--- config.mk ---
export PLATFORM = sky130hd
export DESIGN_NAME = fuvrf_writer_flat
export DESIGN_NICKNAME = d
export VERILOG_FILES = /design/src/rtl/fuvrf_writer_pkg.sv /design/src/rtl/fuvrf_writer_if.sv /design/src/rtl/fuvrf_writer.sv /design/src/flat_wrapper.sv
export SDC_FILE = /design/constraint.sdc
export NUM_CORES = 1
export LEC_CHECK = 0
export CAP_MARGIN = 20
export CELL_PAD_IN_SITES_DETAIL_PLACEMENT = 0
export CELL_PAD_IN_SITES_GLOBAL_PLACEMENT = 1
export CORE_MARGIN = 2
export CORE_UTILIZATION = 40
export CTS_BUF_LIST = sky130_fd_sc_hd__clkbuf_16
export CTS_CLUSTER_DIAMETER = 80
export DETAILED_ROUTE_END_ITERATION = 7
export GPL_TIMING_DRIVEN = 0
export HOLD_SLACK_MARGIN = 0.15
export PLACE_DENSITY_LB_ADDON = 0.1
export SYNTH_ARGS = -nofsm -noshare
export SYNTH_HDL_FRONTEND = slang
export SYNTH_SLANG_ARGS = --single-unit
--- constraint.sdc ---
create_clock -name clk -period 33.4 [get_ports clk]
set_clock_uncertainty 0.05 [all_clocks]
set_input_delay 5.01 -clock clk [delete_from_list [all_inputs] [get_ports clk]]
set_output_delay 5.01 -clock clk [all_outputs]
set_load 0.005 [all_outputs]
--- src/rtl/fuvrf_writer_pkg.sv ---
// Shared definitions for the FUVRF loader and the filter-reduce unit.
// Latency: n/a (types, constants and elaboration-time helpers only).
// Backpressure: n/a.
package fuvrf_writer_pkg;

  // Loader FSM states.
  typedef enum logic [1:0] {
    ST_IDLE  = 2'd0,
    ST_DATA  = 2'd1,
    ST_WRITE = 2'd2
  } fsm_state_e;

  // Every frame starts with exactly one address byte ahead of the line data.
  localparam int unsigned ADDR_BYTES = 1;

  // Number of data bytes that make up one FUVRF line.
  function automatic int unsigned frame_data_bytes(input int unsigned m,
                                                   input int unsigned dw);
    return (m * dw) / 8;
  endfunction

  // Address width for a FUVRF of n lines; never narrower than one bit.
  function automatic int unsigned addr_width(input int unsigned n);
    return (n > 1) ? $clog2(n) : 1;
  endfunction

endpackage

--- src/rtl/fuvrf_writer_if.sv ---
// Config byte stream in, FUVRF RAM write port and status out.
// Latency: n/a (signal bundle only).
// Backpressure: none; the byte stream cannot be stalled by the writer.
// Ports: tracing/configId/configData flow from the config source to the
// writer; mem_address/mem_write_enable/mem_in feed the RAM write port
// (address_b/wren_b/data_b); busy/done/error report frame status.
interface fuvrf_writer_if
  import fuvrf_writer_pkg::*;
#(
  parameter int M          = 8,
  parameter int DATA_WIDTH = 32,
  parameter int FUVRF_SIZE = 4
) ();

  localparam int ADDR_W = addr_width(FUVRF_SIZE);

  logic                    tracing;
  logic [7:0]              configId;
  logic [7:0]              configData;
  logic [ADDR_W-1:0]       mem_address;
  logic                    mem_write_enable;
  logic [M*DATA_WIDTH-1:0] mem_in;
  logic                    busy;
  logic                    done;
  logic                    error;

  // Config source / observer side.
  modport master (
    output tracing, configId, configData,
    input  mem_address, mem_write_enable, mem_in, busy, done, error
  );

  // Writer side.
  modport slave (
    input  tracing, configId, configData,
    output mem_address, mem_write_enable, mem_in, busy, done, error
  );

endinterface

--- src/rtl/fuvrf_writer.sv ---
// Assembles an address byte plus one line of data bytes into a FUVRF write.
// Latency: write strobe one cycle after the last data byte is accepted.
// Backpressure: none; unselected cycles simply stall the frame, bytes
// offered in the write cycle or while tracing are dropped.
// Ports: clk, reset (async, active-high), bus (fuvrf_writer_if.slave).
module fuvrf_writer
  import fuvrf_writer_pkg::*;
#(
  parameter int M                  = 8,
  parameter int DATA_WIDTH         = 32,
  parameter int FUVRF_SIZE         = 4,
  parameter int PERSONAL_CONFIG_ID = 0
) (
  input  logic          clk,
  input  logic          reset,
  fuvrf_writer_if.slave bus
);

  localparam int BYTES  = frame_data_bytes(M, DATA_WIDTH);
  localparam int CNT_W  = $clog2(BYTES + 1);
  localparam int ADDR_W = addr_width(FUVRF_SIZE);
  localparam int LINE_W = M * DATA_WIDTH;

  fsm_state_e        state_q, state_d;
  logic [CNT_W-1:0]  cnt_q, cnt_d;
  logic [7:0]        frame_addr_q, frame_addr_d;
  logic [LINE_W-1:0] line_q, line_d;
  logic [ADDR_W-1:0] mem_address_q, mem_address_d;
  logic [LINE_W-1:0] mem_in_q, mem_in_d;
  logic              wen_q, wen_d;
  logic              done_q, done_d;
  logic              error_q, error_d;
  logic              busy_q, busy_d;

  logic sel;
  logic addr_ok;

  assign sel     = (bus.configId == 8'(PERSONAL_CONFIG_ID));
  // The full address byte is range-checked, so an address that would alias
  // onto a legal line after truncation is still rejected.
  assign addr_ok = (int'(frame_addr_q) < FUVRF_SIZE);

  always_comb begin
    state_d       = state_q;
    cnt_d         = cnt_q;
    frame_addr_d  = frame_addr_q;
    line_d        = line_q;
    mem_address_d = mem_address_q;
    mem_in_d      = mem_in_q;
    wen_d         = 1'b0;
    done_d        = 1'b0;
    error_d       = 1'b0;

    case (state_q)
      ST_IDLE: begin
        if (sel && !bus.tracing) begin
          frame_addr_d = bus.configData;
          cnt_d        = '0;
          state_d      = ST_DATA;
        end
      end

      ST_DATA: begin
        if (bus.tracing) begin
          // Reader took over mid-frame: drop the partial line.
          state_d = ST_IDLE;
          cnt_d   = '0;
          error_d = 1'b1;
        end else if (sel) begin
          for (int b = 0; b < BYTES; b++) begin
            if (cnt_q == CNT_W'(b)) begin
              line_d[b*8 +: 8] = bus.configData;
            end
          end
          cnt_d = cnt_q + CNT_W'(1);
          if (cnt_q == CNT_W'(BYTES - 1)) begin
            state_d = ST_WRITE;
            // The RAM-facing address/data only move on a real commit, so
            // they stay stable across rejected and aborted frames.
            if (addr_ok) begin
              mem_address_d = frame_addr_q[ADDR_W-1:0];
              mem_in_d      = line_d;
              wen_d         = 1'b1;
              done_d        = 1'b1;
            end else begin
              error_d = 1'b1;
            end
          end
        end
      end

      ST_WRITE: begin
        // Any byte offered in this cycle is dropped.
        state_d = ST_IDLE;
        cnt_d   = '0;
      end

      default: begin
        state_d = ST_IDLE;
        cnt_d   = '0;
      end
    endcase

    busy_d = (state_d != ST_IDLE);
  end

  always_ff @(posedge clk or posedge reset) begin
    if (reset) begin
      state_q       <= ST_IDLE;
      cnt_q         <= '0;
      frame_addr_q  <= '0;
      line_q        <= '0;
      mem_address_q <= '0;
      mem_in_q      <= '0;
      wen_q         <= 1'b0;
      done_q        <= 1'b0;
      error_q       <= 1'b0;
      busy_q        <= 1'b0;
    end else begin
      state_q       <= state_d;
      cnt_q         <= cnt_d;
      frame_addr_q  <= frame_addr_d;
      line_q        <= line_d;
      mem_address_q <= mem_address_d;
      mem_in_q      <= mem_in_d;
      wen_q         <= wen_d;
      done_q        <= done_d;
      error_q       <= error_d;
      busy_q        <= busy_d;
    end
  end

  assign bus.mem_address      = mem_address_q;
  assign bus.mem_write_enable = wen_q;
  assign bus.mem_in           = mem_in_q;
  assign bus.busy             = busy_q;
  assign bus.done             = done_q;
  assign bus.error            = error_q;

endmodule

--- src/flat_wrapper.sv ---
// flat-port wrapper written by rule: the top's interface ports become plain ports
module fuvrf_writer_flat import fuvrf_writer_pkg::*;
#(
  parameter int M                  = 8,
  parameter int DATA_WIDTH         = 32,
  parameter int FUVRF_SIZE         = 4,
  parameter int PERSONAL_CONFIG_ID = 0
)
  (clk, reset, bus_tracing, bus_configId, bus_configData, bus_mem_address, bus_mem_write_enable, bus_mem_in, bus_busy, bus_done, bus_error);
  fuvrf_writer_if #(.M(M), .DATA_WIDTH(DATA_WIDTH), .FUVRF_SIZE(FUVRF_SIZE)) bus_i ();
  input  logic clk;
  input  logic reset;
  input wire logic [$bits(bus_i.tracing)-1:0] bus_tracing;
  input wire logic [$bits(bus_i.configId)-1:0] bus_configId;
  input wire logic [$bits(bus_i.configData)-1:0] bus_configData;
  output wire logic [$bits(bus_i.mem_address)-1:0] bus_mem_address;
  output wire logic [$bits(bus_i.mem_write_enable)-1:0] bus_mem_write_enable;
  output wire logic [$bits(bus_i.mem_in)-1:0] bus_mem_in;
  output wire logic [$bits(bus_i.busy)-1:0] bus_busy;
  output wire logic [$bits(bus_i.done)-1:0] bus_done;
  output wire logic [$bits(bus_i.error)-1:0] bus_error;
  assign bus_i.tracing = bus_tracing;
  assign bus_i.configId = bus_configId;
  assign bus_i.configData = bus_configData;
  assign bus_mem_address = bus_i.mem_address;
  assign bus_mem_write_enable = bus_i.mem_write_enable;
  assign bus_mem_in = bus_i.mem_in;
  assign bus_busy = bus_i.busy;
  assign bus_done = bus_i.done;
  assign bus_error = bus_i.error;
  fuvrf_writer #(.M(M), .DATA_WIDTH(DATA_WIDTH), .FUVRF_SIZE(FUVRF_SIZE), .PERSONAL_CONFIG_ID(PERSONAL_CONFIG_ID)) u_core (.clk(clk), .reset(reset), .bus(bus_i));
endmodule
Word-level counts from Yosys, hierarchy flattened
Cells that the tools add are included.
- register bits after elaboration: 533
- bits of input ports: 19
- output and inout port bits: 262
- word-level logic and storage cells: 107
- add/sub/neg operators: 1
- order comparisons: 1
- equal/unequal tests: 34
- multiplexer cells: 51
- bitwise logic cells: 1
- reductions and logical operators: 10
- operators by type and width (operator ; count):
    $mux 8 ; 32
    $eq 6x5->1 const B ; 16
    $eq 6x4->1 const B ; 8
    $eq 6x3->1 const B ; 4
    $mux 6 ; 3
    $eq 6x2->1 const B ; 2
    $pmux 6 s2 ; 1
    $mux 1 ; 10
    $logic_not 8->1 ; 1
    $lt 8x3->1 const B ; 1
    $mux 2 ; 4
    $add 6x1->6 const B ; 1
    $eq 6x1->1 const B ; 1
    $logic_not 6->1 ; 1
    $reduce_and 5->1 ; 1
    $pmux 2 s2 ; 1
    $reduce_and 2->1 ; 2
    $ne 3x2->1 const B ; 1
    $reduce_and 3->1 ; 1
    $eq 2x1->1 const B ; 1
    $logic_not 2->1 ; 1
    $ne 2x1->1 const B ; 1
    $reduce_bool 2->1 ; 1
    $logic_and 1x1->1 ; 1
    other kinds (2) ; 2

Longest topological paths before layout
Gate-level depths: netlist of the first run.
- depth in word-level cells: 6
- mapped depth: 9
- depth with buffers taken out: 6

Worst setup path before layout of the first run
OpenSTA, ideal clock, no wires.
- path kind: input port to flip-flop
- from: in bus_configId[1]
- to: reg u_core.line_q[0]
- setup time: 125 ps
- data arrival time: 6537 ps
- required time: 33225 ps
- setup slack: 26688 ps
- stages: 6
- path buffers: 2
- cell sequence: nor4_4 -> nand4_1 -> buf_4 -> buf_6 -> nor2_8 -> mux2_2
- cells in the longest elaborated chain, start to end: 2
- RTL lines (element ; line ; text):
    start, declared ; flat_wrapper.sv:14 ; input wire logic [$bits(bus_i.configId)-1:0] bus_configId;
    $logic_not 8->1 ; fuvrf_writer.sv:38 ; assign sel = (bus.configId == 8'(PERSONAL_CONFIG_ID));
    $reduce_and 3->1 (no source line) ; n/a ;
    end signal, assigned ; fuvrf_writer.sv:123 ; line_q <= line_d;
    end, declared ; fuvrf_writer.sv:27 ; logic [LINE_W-1:0] line_q, line_d;
Every way passes these cells.
A chain may end at the register's enable or synchronous reset.

Worst setup path in the final report of the first run
- from: in bus_configId[5]
- to: reg u_core.mem_in_q[123] (netlist: u_core.bus.mem_in[123])
- cells in the longest elaborated chain, start to end: 2
- RTL lines (element ; line ; text):
    $logic_not 8->1 ; fuvrf_writer.sv:38 ;
    $reduce_and 5->1 (no source line) ; n/a ;
    end signal, assigned ; fuvrf_writer.sv:125 ; mem_in_q <= mem_in_d;
    end, declared ; fuvrf_writer.sv:29 ; logic [LINE_W-1:0] mem_in_q, mem_in_d;
Every way passes these cells.

==> results.toml, run 1 <==
[run_status]
status = "finished, final reports clean"

[grt]
grt_pass1_wl_mm = 106
grt_start_max_net_pins = 120
antenna_found_initial = 1
overflow = 0
gr-usage-all-layers_pct = 23.7
grt_pass1_vias = 16700

[synthesis]
ys_seq_area_share_pct = 57.2
yosysUniqueCellTypes = 46
synth.area.top_cells = "dfrtp_1 (57%), mux2_2 (13%), mux2i_1 (11%), o21ai_0 (10%), clkbuf_1 (2.4%)"
ys_async_sr_fraction_pct = 100
yosysWarnings = 0
synth_area_um2 = 23000
synthTopCellsByCount = "dfrtp_1 (525), o21ai_0 (473), mux2_2 (264)"
synth_top_area_share_pct = 57.2
synth_edf_count = 0
syn-instance-count = 1850
synth.most_common_cell = "dfrtp_1"
postSynthAreaPerCell_um2 = 12.4
ys_ff_latch = 525
syn_nets = 1873
synth_ff_type = "dfrtp_1"
synth_area_leader_cell = "dfrtp_1"

[routing]
viasPerCell = 5.41
drc_errors = 0
wl_per_cell_um = 23.8
drt_wl_total_mm = 71.1
vias = 16100
drt_iter0_drc = 1092
first_pass_iters = 5
ant_nets = 0

[clock_network]
clk_latency_ns = 0.62
cts_tree = "built"
htreeDepth = 2
cts_made_buffers = 58
clock_tree.buffer_depth = 3
cts_root_buffer = "clkbuf_16"
cts_setup_buffers = 0
cts_hold_buf = 0
cts-resized-gates = 0
cts_sinks = 525
cts.clk_slew.worst_paths_ns = 0.06

[cells_and_area]
antenna_cells = 0
finish.utilization_pct = 50.2
area_delta_synth_final_pct = 23.8
n_fill_cell = 5124
layout-drive-gt1-share_pct = 18.7
nNetsFinal = 2210
fin_cells = 2983
final_area_um2 = 28400

[timing]
hold_violations = 0
setup_viol = 0
rsz0062_at_grt = "no"
worst_slew_pin_slew_ns = 1.15
hold_slack_ns = 0.453
fin_crit_sh_pct = 22.5
drv_slew = 0
timing.setup.tns_ns = 0
fmax_mhz = 133
setup_slack_ns = 25.88
maxSlewHeadroom_pct = 23.1
period_minus_slack_ns = 7.52

[setup_path]
crit_type = "primary input to flop"
crit_buf_inv = 4
crit_top_cell = "clkbuf_1"
arrival_ns = 7.98
start_kind = "primary input"
critical_path.top_delay_family = "simple AND/OR/NAND/NOR gates"
crit_slowest_cell = "nor4_4"
path_max_fanout = 10
end_kind = "flop"
cpPeakStageDelay_ns = 0.50
crit_required_ns = 33.86
worstPathCellList = "clkdlybuf4s50_1, nor4_4, nand4_1, or2_1, clkbuf_1, buf_2, clkbuf_1, o21ai_0"

[placement]
dpl_worst_slack_ns = 25.25
placedCellCount = 2883
detailed_place.area_um2 = 26800
portBuffers = 272
gp_congestion = 0.835
dp_hpwl_mm = 48.1

[pwr]
leakage_nw = 13.4
power.density_nw_per_um2 = 45.0
finalPower_mw = 1.28
vdd_drop_max_mv = 0.0381

[die]
initial_core_util_pct = 40.6
fp.coreArea_um2 = 56600
pin_count = 281
row_count = 87
die_w_um = 244
die_area_um2 = 59400
die_y_um = 244

[worst_hold_path]
hold_class = "flop to flop"

[job]
drv_cap = 0
final cells by class:
type | instances | area, um^2 | share of cell area [%]
buffer | 174 | 714 | 2.51
clock buffer | 59 | 1480 | 5.19
multi-input combinational | 1146 | 9110 | 32.0
sequential | 525 | 13100 | 46.2
tap | 756 | 946 | 3.33
clock inverter | 41 | 171 | 0.603
timing repair buffer | 277 | 2860 | 10.1
inverter | 5 | 26.3 | 0.0924
state kept, by name, summed over array words and instances, names as in the netlist:
signal	flops
u_core.bus.mem_in	256
u_core.line_q	248
u_core.frame_addr_q	8
u_core.cnt_q	6
u_core.bus.mem_address	2
u_core.state_q	2
u_core.bus.busy	1
u_core.bus.error	1
u_core.bus.mem_write_enable	1
worst paths after layout:
path / cells after the start / from / slack (ns) / endpoint
min in group asynchronous: 2 / reset / 4.83 / u_core.bus.mem_in[5]
max in group asynchronous: 4 / reset / 26.94 / u_core.bus.mem_in[169]
hold reg to reg: 2 / u_core.bus.mem_in[192] / 0.45 / u_core.bus.mem_in[192]
setup / recovery: 8 / bus_configId[5] / 25.88 / u_core.bus.mem_in[123]
setup reg to reg: 9 / u_core.cnt_q[1] / 30.13 / u_core.bus.mem_in[123]
hold / removal: 2 / u_core.bus.mem_in[192] / 0.45 / u_core.bus.mem_in[192]
metal layers:
metal  part of all wire [%]  global-route usage, %  routed length, um
met4                    2.9                   6.94               2030
met2                     48                   39.3              34300
met5                  0.015                      0                 11
met1                     45                   32.3              32000
met3                    3.8                   3.26               2710
placed cells by master, fill, tap and decap left out, types with 4 or more instances in the layout:
cell type        netlist  final
mux2_2               264    264
nand3_1               12     12
dfrtp_1              525    525
nor2_8                10     10
nor3_4                11     11
nor2b_1                6      6
buf_16                 0      5
mux2i_1              248    248
clkbuf_1             144    144
nor2_2                19     19
a31oi_1                4      4
nor2_1                 7      7
ha_1                   4      4
clkdlybuf4s50_1        0    272
clkinv_1               0     11
clkinv_2               0      7
clkbuf_16              0     59
buf_2                 22     22
nand2_1               18     18
o21ai_0              473    473
inv_1                  5     25
o21ai_1               24     24
tightest hold or removal path, stage by stage (launching register included):
cell and delay, ns:
dfrtp_1 0.33, o21ai_0 0.07, o21ai_0 0.07
where the power goes:
part	total, mW	switching [mW]	internal [mW]
clock network	0.572	0.257	0.315
logic	0.0707	0.0589	0.0118
registers	0.638	0.000570	0.637
kinds of logic after synthesis:
logic type / synth area share, %
multiplexers: 23.9
adder cells (fa/ha/maj): 0.218
buffers and inverters: 3.19
flip-flops: 57.2
AO/OA/AOI/OAI: 11.3
AND/OR/NAND/NOR: 4.28
(Power assumes the default switching activity.)
==> run 2: changes to the inputs <==
==> constraint.sdc (replaced) <==
create_clock -name clk -period 6.63 [get_ports clk]
set_clock_uncertainty 0.05 [all_clocks]
set_input_delay 0.9945 -clock clk [delete_from_list [all_inputs] [get_ports clk]]
set_output_delay 0.9945 -clock clk [all_outputs]
set_load 0.005 [all_outputs]
==> results.toml, run 2 (synthesized netlist as in run 1, its figures left out) <==
[run_status]
status = "finished, final reports clean"

[setup_path]
crit_top_cell = "clkbuf_1"
critical_path.top_delay_family = "simple AND/OR/NAND/NOR gates"
worstPathCellList = "clkdlybuf4s50_1, nor4_4, nand4_1, or2_1, clkbuf_1, buf_2, clkbuf_1, o21ai_0"
crit_type = "primary input to flop"
crit_buf_inv = 4
end_kind = "flop"
start_kind = "primary input"
arrival_ns = 3.97
crit_required_ns = 7.10
crit_slowest_cell = "nand4_1"
path_max_fanout = 10
cpPeakStageDelay_ns = 0.53

[clock_network]
htreeDepth = 2
cts_setup_buffers = 0
clk_latency_ns = 0.61
clock_tree.buffer_depth = 3
cts_tree = "built"
cts_sinks = 525
cts_root_buffer = "clkbuf_16"
cts_hold_buf = 0
cts-resized-gates = 0
cts_made_buffers = 56
cts.clk_slew.worst_paths_ns = 0.06

[routing]
viasPerCell = 5.45
ant_nets = 0
first_pass_iters = 5
vias = 16300
drc_errors = 0
wl_per_cell_um = 23.8
drt_wl_total_mm = 71.2
drt_iter0_drc = 1055

[die]
die_y_um = 244
row_count = 87
fp.coreArea_um2 = 56600
die_w_um = 244
pin_count = 281
die_area_um2 = 59400
initial_core_util_pct = 40.6

[timing]
timing.setup.tns_ns = 0
hold_violations = 0
worst_slew_pin_slew_ns = 1.05
fmax_mhz = 286
drv_slew = 0
maxSlewHeadroom_pct = 29.9
fin_crit_sh_pct = 52.8
rsz0062_at_grt = "no"
period_minus_slack_ns = 3.50
hold_slack_ns = 0.453
setup_viol = 0

[cells_and_area]
final_common_cell = "dfrtp_1"
area_delta_synth_final_pct = 24.5
nNetsFinal = 2217
final_area_um2 = 28600
final-seq-area_um2 = 13100
multi_input_area_um2 = 9110
layout-drive-gt1-share_pct = 19.3
most-common-layout-cells = "dfrtp_1 (525), o21ai_0 (473), clkdlybuf4s50_1 (272)"
n_fill_cell = 5105
largest_register_ffs = 256

[placement]
detailed_place.area_um2 = 26900
dp_hpwl_mm = 48.8
portBuffers = 272
gp_congestion = 0.809

[grt]
overflow = 0
grt_pass1_wl_mm = 107
grt_start_max_net_pins = 44
grt_pass1_vias = 16700
gr-usage-all-layers_pct = 23.8
antenna_found_initial = 1

[job]
drv_cap = 0

[worst_hold_path]
hold_class = "flop to flop"

[pwr]
vdd_drop_max_mv = 0.178
power.density_nw_per_um2 = 228
leakage_nw = 13.5
==> run 2: cell types whose count changed in the layout (fill, tap and decap cells not counted), sizes merged <==
| cell | delta |
|---|---|
| clkinvlp | +1 |
| inv | -10 |
| buf | +9 |
| bufinv | +3 |
| clkinv | +6 |
| diode | +2 |
| clkbuf | -2 |
==> run 2: metrics by stage <==
stage / std cells / setup slack, ns / power [mW] / utilization [%]
finish: 2992 / 3.13 / 6.53 / 50.5
CTS: 2989 / 3.20 / 6.60 / 50.5
floorplan: 1850 / -1.55 / 3.46 / -
global route: 2990 / 3.01 / 6.76 / 50.5
global placement: 2878 / -5.01 / 3.62 / 47.1
detailed placement: 2891 / 2.56 / 3.64 / 47.5
==> run 2: final cells by class <==
cell class | instances | share of cell area (%)
Antenna cell | 2 | 0.0175
Buffer | 174 | 2.50
Tap cell | 756 | 3.31
Sequential cell | 525 | 45.9
Timing Repair Buffer | 286 | 10.5
Clock inverter | 41 | 0.910
Multi-Input combinational cell | 1146 | 31.8
Clock buffer | 57 | 4.99
Inverter | 5 | 0.0787
==> run 2: report_power, final <==
group	total [mW]	internal (mW)	switching (mW)	leakage [nW]
clock network	2.95	1.66	1.29	0.876
logic	0.365	0.0665	0.299	5.25
registers	3.21	3.21	0.00278	7.34
total	6.53	4.93	1.59	13.5
==> run 2: routing by layer <==
layer	GRT usage [%]	wire, um	vias up
met3	4.17	3570	118
met4	6.98	1980	0
met1	32.8	31500	8399
li1	-	-	7321
met2	38.7	34200	455
met5	0	0	-
==> run 2: worst register-to-register path, cell delays in order (launching register included) <==
cell and delay [ns]:
dfrtp_1 0.43, ha_1 0.21, buf_2 0.20, and4bb_2 0.25, nand4_1 0.37, or2_1 0.17
clkbuf_1 0.33, buf_2 0.44, clkbuf_1 0.45, o21ai_0 0.20
==> run 2: path summary, 6_finish.rpt <==
path	start	slack, ns	depth (start not counted)	end
max	bus_configId[1]	3.13	8	u_core.bus.mem_in[123]
min	u_core.bus.mem_in[159]	0.45	2	u_core.bus.mem_in[159]
max reg2reg	u_core.cnt_q[0]	3.39	9	u_core.bus.mem_in[123]
min reg2reg	u_core.bus.mem_in[159]	0.45	2	u_core.bus.mem_in[159]
max in group asynchronous	reset	4.22	6	u_core.line_q[163]
min in group asynchronous	reset	0.82	2	u_core.bus.mem_in[17]
==> run 3: changes to the inputs <==
==> constraint.sdc (replaced) <==
create_clock -name clk -period 3.29 [get_ports clk]
set_clock_uncertainty 0.05 [all_clocks]
set_input_delay 0.4935 -clock clk [delete_from_list [all_inputs] [get_ports clk]]
set_output_delay 0.4935 -clock clk [all_outputs]
set_load 0.005 [all_outputs]
==> results.toml, run 3 (synthesized netlist as in run 1, its figures left out) <==
[run_status]
status = "finished, final reports clean"

[worst_hold_path]
hold_class = "primary input to async pin"

[timing]
fin_crit_sh_pct = 94.6
setup_slack_ns = 0.177
fmax_mhz = 321
setup_viol = 0
hold_violations = 0
drv_slew = 0
rsz0062_at_grt = "no"
worst_slew_pin_slew_ns = 1.05
maxSlewHeadroom_pct = 30.1
period_minus_slack_ns = 3.11

[routing]
drt-met1-wl_mm = 31.5
drt_wl_total_mm = 71.2
wl_per_cell_um = 23.8
first_pass_iters = 5
wl_met3_mm = 3.64
ant_nets = 0
drt_iter0_drc = 1020
drc_errors = 0
met2_length_mm = 34.2
viasPerCell = 5.43
top_layer = "met4"
vias = 16300

[setup_path]
crit_slowest_cell = "dfrtp_1"
worstPathCellList = "ha_1, buf_2, and4bb_2, nand4_1, or2_1, clkbuf_1, clkbuf_4, clkbuf_1, o21ai_0"
end_kind = "flop"
crit_buf_inv = 4
crit_type = "flop to flop"
path_max_fanout = 10
critical_path.top_delay_family = "buffers and inverters"
crit_required_ns = 3.71
start_kind = "flop"
arrival_ns = 3.53
cpPeakStageDelay_ns = 0.42
crit_top_cell = "clkbuf_1"

[clock_network]
cts_hold_buf = 0
cts_tree = "built"
cts_made_buffers = 56
clk_latency_ns = 0.61
cts_sinks = 525
clock_tree.buffer_depth = 3
cts_root_buffer = "clkbuf_16"
cts.clk_slew.worst_paths_ns = 0.06
htreeDepth = 2

[placement]
detailed_place.area_um2 = 26900
gp_congestion = 0.809
portBuffers = 272
dpl_worst_slack_ns = -0.274
dp_hpwl_mm = 48.8

[die]
die_y_um = 244
row_count = 87
pin_count = 281
die_w_um = 244
fp.coreArea_um2 = 56600
initial_core_util_pct = 40.6
die_area_um2 = 59400

[pwr]
power_frac_clock_pct = 45.2
power.density_nw_per_um2 = 459
p_sw_mw = 3.22
intPower_mw = 9.94
pwr-share-seq_pct = 49.2
leakage_nw = 13.5
swShare_pct = 24.4
combPwrFrac_pct = 5.6
vdd_drop_max_mv = 0.357

[cells_and_area]
final-seq-area_um2 = 13100
final_area_um2 = 28600
most-common-layout-cells = "dfrtp_1 (525), o21ai_0 (473), clkdlybuf4s50_1 (272)"
n_fill_cell = 5104
largest_register_ffs = 256
layout-drive-gt1-share_pct = 19.5
multi_input_area_um2 = 9110
final_common_cell = "dfrtp_1"
area_delta_synth_final_pct = 24.6
finish.utilization_pct = 50.6
nNetsFinal = 2219

[grt]
grt_pass1_vias = 16700
antenna_found_initial = 1
gr-usage-all-layers_pct = 23.8
grt_start_max_net_pins = 44
grt_pass1_wl_mm = 107
overflow = 0

[job]
drv_cap = 0
## run 3: changes by cell type in the layout (fill, tap and decap cells not counted), sizes merged
cell and delta:
clkbuf +2
## run 3: power by group through the flow
stage / clock [mW] / sequential [mW] / combinational, mW
2_1_floorplan: 0 / 6.59 / 0.385
3_3_place_gp: 0 / 6.60 / 0.696
3_5_place_dp: 0 / 6.59 / 0.743
4_1_cts: 6.09 / 6.47 / 0.745
5_1_grt: 6.36 / 6.47 / 0.797
6_report: 5.95 / 6.47 / 0.736
## run 3: path summary, 6_finish.rpt
| kind | startpoint | to | slack [ns] | cells after the start |
|---|---|---|---|---|
| min in group clk | bus_configData[1] | u_core.frame_addr_q[1] | 0.41 | 2 |
| worst max-delay path | u_core.cnt_q[0] | u_core.bus.mem_in[50] | 0.18 | 9 |
| worst max register to register | u_core.cnt_q[0] | u_core.bus.mem_in[50] | 0.18 | 9 |
| worst min register to register | u_core.bus.mem_in[159] | u_core.bus.mem_in[159] | 0.45 | 2 |
| max in group asynchronous | reset | u_core.bus.mem_in[160] | 1.37 | 6 |
| worst min-delay path | reset | u_core.bus.mem_in[17] | 0.32 | 2 |
## run 3: final cells by class
class	count	area share, %
diodes	2	0.0175
plain buffers	174	2.52
clock buffers	57	4.98
clock inverters	41	0.909
inverters	5	0.0787
multi-input cells	1146	31.8
flip-flops and latches	525	45.9
well taps	756	3.30
repair buffers	288	10.5
## run 3: through the flow
stage               setup TNS [ns]  power, mW  hold slack (ns)  cells
global route                     0       13.6            0.355   2992
global placement          -4122.23       7.29            0.436   2878
floorplan                 -2303.52       6.98            0.425   1850
finish                           0       13.2            0.318   2994
detailed placement          -43.26       7.33            0.444   2891
CTS                              0       13.3            0.308   2989
## run 3: metal layers
| layer | global-route usage (%) | vias to the layer above |
|---|---|---|
| li1 | - | 7322 |
| met1 | 32.8 | 8382 |
| met2 | 38.7 | 451 |
| met3 | 4.17 | 115 |
| met4 | 6.98 | 0 |
| met5 | 0 | - |
## run 3: repair_timing
| action | 4_1_cts | 5_1_grt |
|---|---|---|
| resized for setup | 0 | 6 |
| setup endpoints to repair | 0 | 75 |
| hold endpoints to repair | 0 | 0 |
| setup buffers | 0 | 2 |
